File: src/rtl/trap_ctrl.sv
// Supervisor trap sequencer: latches an EX-stage trap, flushes, drains MEM/WB,
// commits to the CSR file, then redirects fetch. TRAP_CTRL_TIMER_IRQ_EN adds a timer interrupt.
module trap_ctrl (
  input  logic        clk,
  input  logic        rst,
  input  logic        ex_valid,
  input  logic [1:0]  ex_op,
  input  logic [63:0] ex_pc,
  input  logic [63:0] sstatus,
  input  logic [63:0] stvec,
  input  logic [63:0] sepc,
  input  logic        pipe_empty,
`ifdef TRAP_CTRL_TIMER_IRQ_EN
  input  logic        timer_cmp_we,
  input  logic [63:0] timer_cmp_wdata,
`endif
  output logic [1:0]  trap,
  output logic [63:0] trap_pc,
  output logic [63:0] trap_scause,
  output logic        flush,
  output logic        stall,
  output logic        redirect,
  output logic [63:0] redirect_pc,
  output logic        drain_timeout
);

  typedef enum logic [2:0] {
    IDLE,
    FLUSH,
    DRAIN,
    COMMIT,
    REDIRECT
  } state_t;

  localparam logic [63:0] CAUSE_ECALL = 64'd8;
  localparam logic [63:0] CAUSE_UNIMP = 64'd2;

  state_t      state_q, state_d;
  logic [1:0]  op_q, op_d;
  logic [63:0] pc_q, pc_d;
  logic [63:0] cause_q, cause_d;
  logic [7:0]  cnt_q, cnt_d;
  logic        to_q, to_d;
  logic        irq_take;

`ifdef TRAP_CTRL_TIMER_IRQ_EN
  localparam logic [63:0] CAUSE_STIMER = 64'h8000_0000_0000_0005;

  logic [63:0] mtime_q, mtime_d;
  logic [63:0] mtimecmp_q, mtimecmp_d;
  logic        unused_sstatus;

  assign unused_sstatus = ^{sstatus[63:2], sstatus[0]};

  always_comb begin
    mtime_d    = mtime_q + 64'd1;
    mtimecmp_d = timer_cmp_we ? timer_cmp_wdata : mtimecmp_q;
  end

  always_ff @(posedge clk or posedge rst) begin
    if (rst) begin
      mtime_q    <= '0;
      mtimecmp_q <= '1;
    end else begin
      mtime_q    <= mtime_d;
      mtimecmp_q <= mtimecmp_d;
    end
  end

  assign irq_take = ex_valid && sstatus[1] && (mtime_q >= mtimecmp_q);
`else
  logic unused_sstatus;

  assign unused_sstatus = ^sstatus;
  assign irq_take       = 1'b0;
`endif

  always_comb begin
    state_d = state_q;
    op_d    = op_q;
    pc_d    = pc_q;
    cause_d = cause_q;
    cnt_d   = '0;
    to_d    = to_q;
    case (state_q)
      IDLE: begin
        // Synchronous exceptions win; a pending interrupt waits for a clean IDLE cycle.
        if (ex_valid && ex_op != 2'b00) begin
          op_d    = ex_op;
          pc_d    = ex_pc;
          cause_d = (ex_op == 2'b01) ? CAUSE_ECALL :
                    (ex_op == 2'b10) ? CAUSE_UNIMP : '0;
          state_d = FLUSH;
        end else if (irq_take) begin
          op_d    = 2'b01;
          pc_d    = ex_pc;
`ifdef TRAP_CTRL_TIMER_IRQ_EN
          cause_d = CAUSE_STIMER;
`endif
          state_d = FLUSH;
        end
      end
      FLUSH: state_d = DRAIN;
      DRAIN: begin
        cnt_d = cnt_q + 8'd1;
        if (pipe_empty) begin
          state_d = COMMIT;
        end else if (cnt_q == 8'd254) begin
          state_d = COMMIT;
          to_d    = 1'b1;
        end
      end
      COMMIT:   state_d = REDIRECT;
      REDIRECT: state_d = IDLE;
      default:  state_d = IDLE;
    endcase
  end

  always_ff @(posedge clk or posedge rst) begin
    if (rst) begin
      state_q <= IDLE;
      op_q    <= '0;
      pc_q    <= '0;
      cause_q <= '0;
      cnt_q   <= '0;
      to_q    <= 1'b0;
    end else begin
      state_q <= state_d;
      op_q    <= op_d;
      pc_q    <= pc_d;
      cause_q <= cause_d;
      cnt_q   <= cnt_d;
      to_q    <= to_d;
    end
  end

  always_comb begin
    trap        = '0;
    trap_pc     = '0;
    trap_scause = '0;
    flush       = 1'b0;
    stall       = (state_q != IDLE);
    redirect    = 1'b0;
    redirect_pc = '0;
    case (state_q)
      FLUSH: flush = 1'b1;
      COMMIT: begin
        trap        = op_q;
        trap_pc     = pc_q;
        trap_scause = cause_q;
      end
      REDIRECT: begin
        redirect    = 1'b1;
        redirect_pc = (op_q == 2'b11) ? sepc : stvec;
      end
      default: ;
    endcase
  end

  assign drain_timeout = to_q;

endmodule

File: config.mk
export PLATFORM = sky130hd
export DESIGN_NAME = trap_ctrl
export DESIGN_NICKNAME = d
export VERILOG_FILES = /design/src/rtl/trap_ctrl.sv
export SDC_FILE = /design/constraint.sdc
export NUM_CORES = 1
export LEC_CHECK = 0
export ABC_AREA = 1
export BUFFER_PORTS_ARGS = -buffer_cell sky130_fd_sc_hd__buf_2
export CORE_AREA = 4 4 179 181
export CTS_CLUSTER_DIAMETER = 100
export DETAILED_ROUTE_END_ITERATION = 10
export DIE_AREA = 0 0 183 185
export SYNTH_ARGS = -nofsm -noshare
export SYNTH_HDL_FRONTEND = slang
export SYNTH_SLANG_ARGS = --single-unit
File: constraint.sdc
create_clock -name clk -period 5.1 [get_ports clk]
set_input_delay 0.51 -clock clk [delete_from_list [all_inputs] [get_ports clk]]
set_output_delay 0.51 -clock clk [all_outputs]
set_load 0.005 [all_outputs]
==> flow_metrics.tcl <==
set metrics [dict create \
    clk_path_buf_depth 2 \
    switching_share 0.404 \
    cap_viol_max_count 0 \
    async_reset_ff_frac 1.00 \
    critPathKind "register to primary output" \
    firstDrtPassIters 4 \
    avgSynthCellArea_sq_um 6.62 \
    slowest_delay_ps 720 \
    fillers 3485 \
    synth_flop_cell "dfrtp_1" \
    regArea_sq_um 2000 \
    cp.arrival_ps 2490 \
    die_w_um 183 \
    post_cts_buffers 0 \
    ir_drop_v 0.000185 \
    p_total_uw 2980 \
    io_pins 460 \
    critical_path_required_ps 4590 \
    yosysSeqAreaShare 0.384 \
    ctsResizeCount 0 \
    cp-start-kind "register" \
    num_antenna_cells 0 \
    ctsHoldBuffers 0 \
    layout-drive-gt1-share 0.350 \
    dp_hpwl_um 15900 \
    end_kind "primary output" \
    setup_viol 0 \
    cts_root_buf "clkbuf_16" \
    insertion_delay_ps 350 \
    synth.distinct_cells 22 \
    synth_common_cells "nand2_1 (220), inv_1 (145), dfrtp_1 (80)" \
    hold_viol 0 \
    htreeDepth 3 \
    io_buffer_count 333 \
    synthesis.area_sq_um 5210 \
    synth_most_common_cell "nand2_1" \
    grt_setup_unrepaired "no" \
    tns_ps 0 \
    gp_congestion 0.798 \
    core_area_sq_um 30400 \
    viasPerCell 3.73 \
    slew_viol_final 0 \
    met1_usage 0.128 \
    syn_inst 787 \
    slew_headroom 0.317 \
    power_switching_uw 1200 \
    status "completed" \
    r2r_cells 5 \
    rows 64 \
    worstMarginPinSlew_ps 1020 \
    drtIter0Drc 130 \
    synth-edff-count 0 \
    grt_use_met3 0.0293 \
    skew_ps 8.09 \
    min_period_over_period 0.588 \
    p_seq_frac 0.354 \
    wl_um 19800 \
    timing.rr.start "state_q[2]" \
    antenna_found_initial 2 \
    yosysTopAreaCell "dfrtp_1" \
    num_vias 5583 \
    path_cells "inv_2 -> nand3_2 -> a21oi_1 -> buf_2" \
    multi_input_area_sq_um 2230 \
    final_nets 1359 \
    die_area_sq_um 33900 \
    fin_crit_ps 3000 \
    slowest_stage "nand3_2" \
    hold_class "input pin to async pin" \
    grt-busiest-layer "met2" \
    die_h_um 185 \
    start_util 0.171 \
    overflow 0 \
    use_met2 0.186 \
    post_drt_wl_per_cell_um 13.3 \
    grt_use_total 0.108 \
    grt_max_degree 78 \
    ys_warn_count 0 \
    clkPwrFrac 0.244 \
    areaGrowthSynthToFinish_pct 40.7 \
    synth-seq-cells 80 \
    netlist.area_leader.share 0.384 \
    cts_sinks 80 \
    power.leakage_uw 0.00440 \
    first_global_vias 5346 \
    power.internal_uw 1770 \
    synth_area_leaders "dfrtp_1 (38%), nand2_1 (16%), inv_1 (10%)" \
    cts_made_buffers 9 \
    clkSlewWorstSetupHoldPaths_ps 60 \
    drc_errors 0 \
    ant_nets 0 \
    cp-startpoint "state_q[1]" \
    cts_tree "yes" \
    grt_pass1_wl_um 28600 \
    powerDensity_nw_per_um2 406 \
    max_freq_mhz 334 \
    crit_fanout 44 \
    combPwrFrac 0.403 \
]
-- final timing paths --
| kind | end | slack, ps |
|---|---|---|
| setup / recovery | redirect_pc[33] | 2100 |
| hold reg to reg | drain_timeout | 460 |
| min in group clk | pc_q[12] | 400 |
| setup reg to reg | pc_q[31] | 2710 |
| hold / removal | pc_q[14] | 270 |
| max in group asynchronous | pc_q[24] | 3780 |
-- cell families after synthesis --
logic type,after synthesis,synth area share
compound gates,139,0.134
fa+ha+maj,2,0.00480
buf+inv,252,0.233
flops,80,0.384
other cells,1,0.000720
simple gates,313,0.243
-- routing by layer --
layer,vias to the layer above,share of wire,routed length (um)
li1,2820,-,-
met1,2488,0.40,7980
met2,250,0.49,9640
met3,21,0.090,1790
met4,4,0.020,405
met5,-,0.00096,19
-- cells in the final DEF, fill, tap and decap left out, drive strengths merged, types with 3 or more instances in the layout --
| cell type | instances |
|---|---|
| nor2 | 85 |
| o21ai | 70 |
| conb | 62 |
| clkinv | 3 |
| nand3 | 3 |
| nand2 | 220 |
| inv | 148 |
| buf | 339 |
| clkbuf | 10 |
| a21oi | 69 |
| dfrtp | 80 |
-- flip-flops by register name, summed over array words and instances (netlist names) --
name and cells:
cause_q 2, cnt_q 8, drain_timeout 1, op_q 2, pc_q 64, state_q 3
-- area by class of cell --
cell class	count	share of cell area
multi-input cells	516	0.304
flip-flops and latches	80	0.273
repair buffers	339	0.234
inverters	149	0.0765
well taps	396	0.0676
clock buffers	10	0.0326
clock inverters	6	0.0126
-- power by group through the flow --
stage	Sequential, uW	Clock (uW)	Combinational (uW)
2_1_floorplan	1020	0	841
3_3_place_gp	1050	0	1210
3_5_place_dp	1060	0	1230
4_1_cts	1060	755	1230
5_1_grt	1090	777	1390
6_report	1050	725	1200
-- critical path: cells and delay by family (launching register included) --
family | cells | cell delay [ps]
buffers and inverters | 2 | 340
AOI/OAI and AO/OA | 1 | 620
DFF | 1 | 420
and+or+nand+nor | 1 | 720
-- metrics by stage --
stage	instances	util	cell area (sq um)	setup slack, ps	hold slack (ps)
final	1496	0.241	7330	2100	265
after global routing	1496	0.241	7330	1930	332
after CTS	1496	0.241	7330	2120	290
after detailed placement	1480	0.230	7000	2380	452
after global placement	1480	0.230	7000	2420	448
after floorplan	848	-	5440	2540	453
Power figures use the tool's default switching activity.
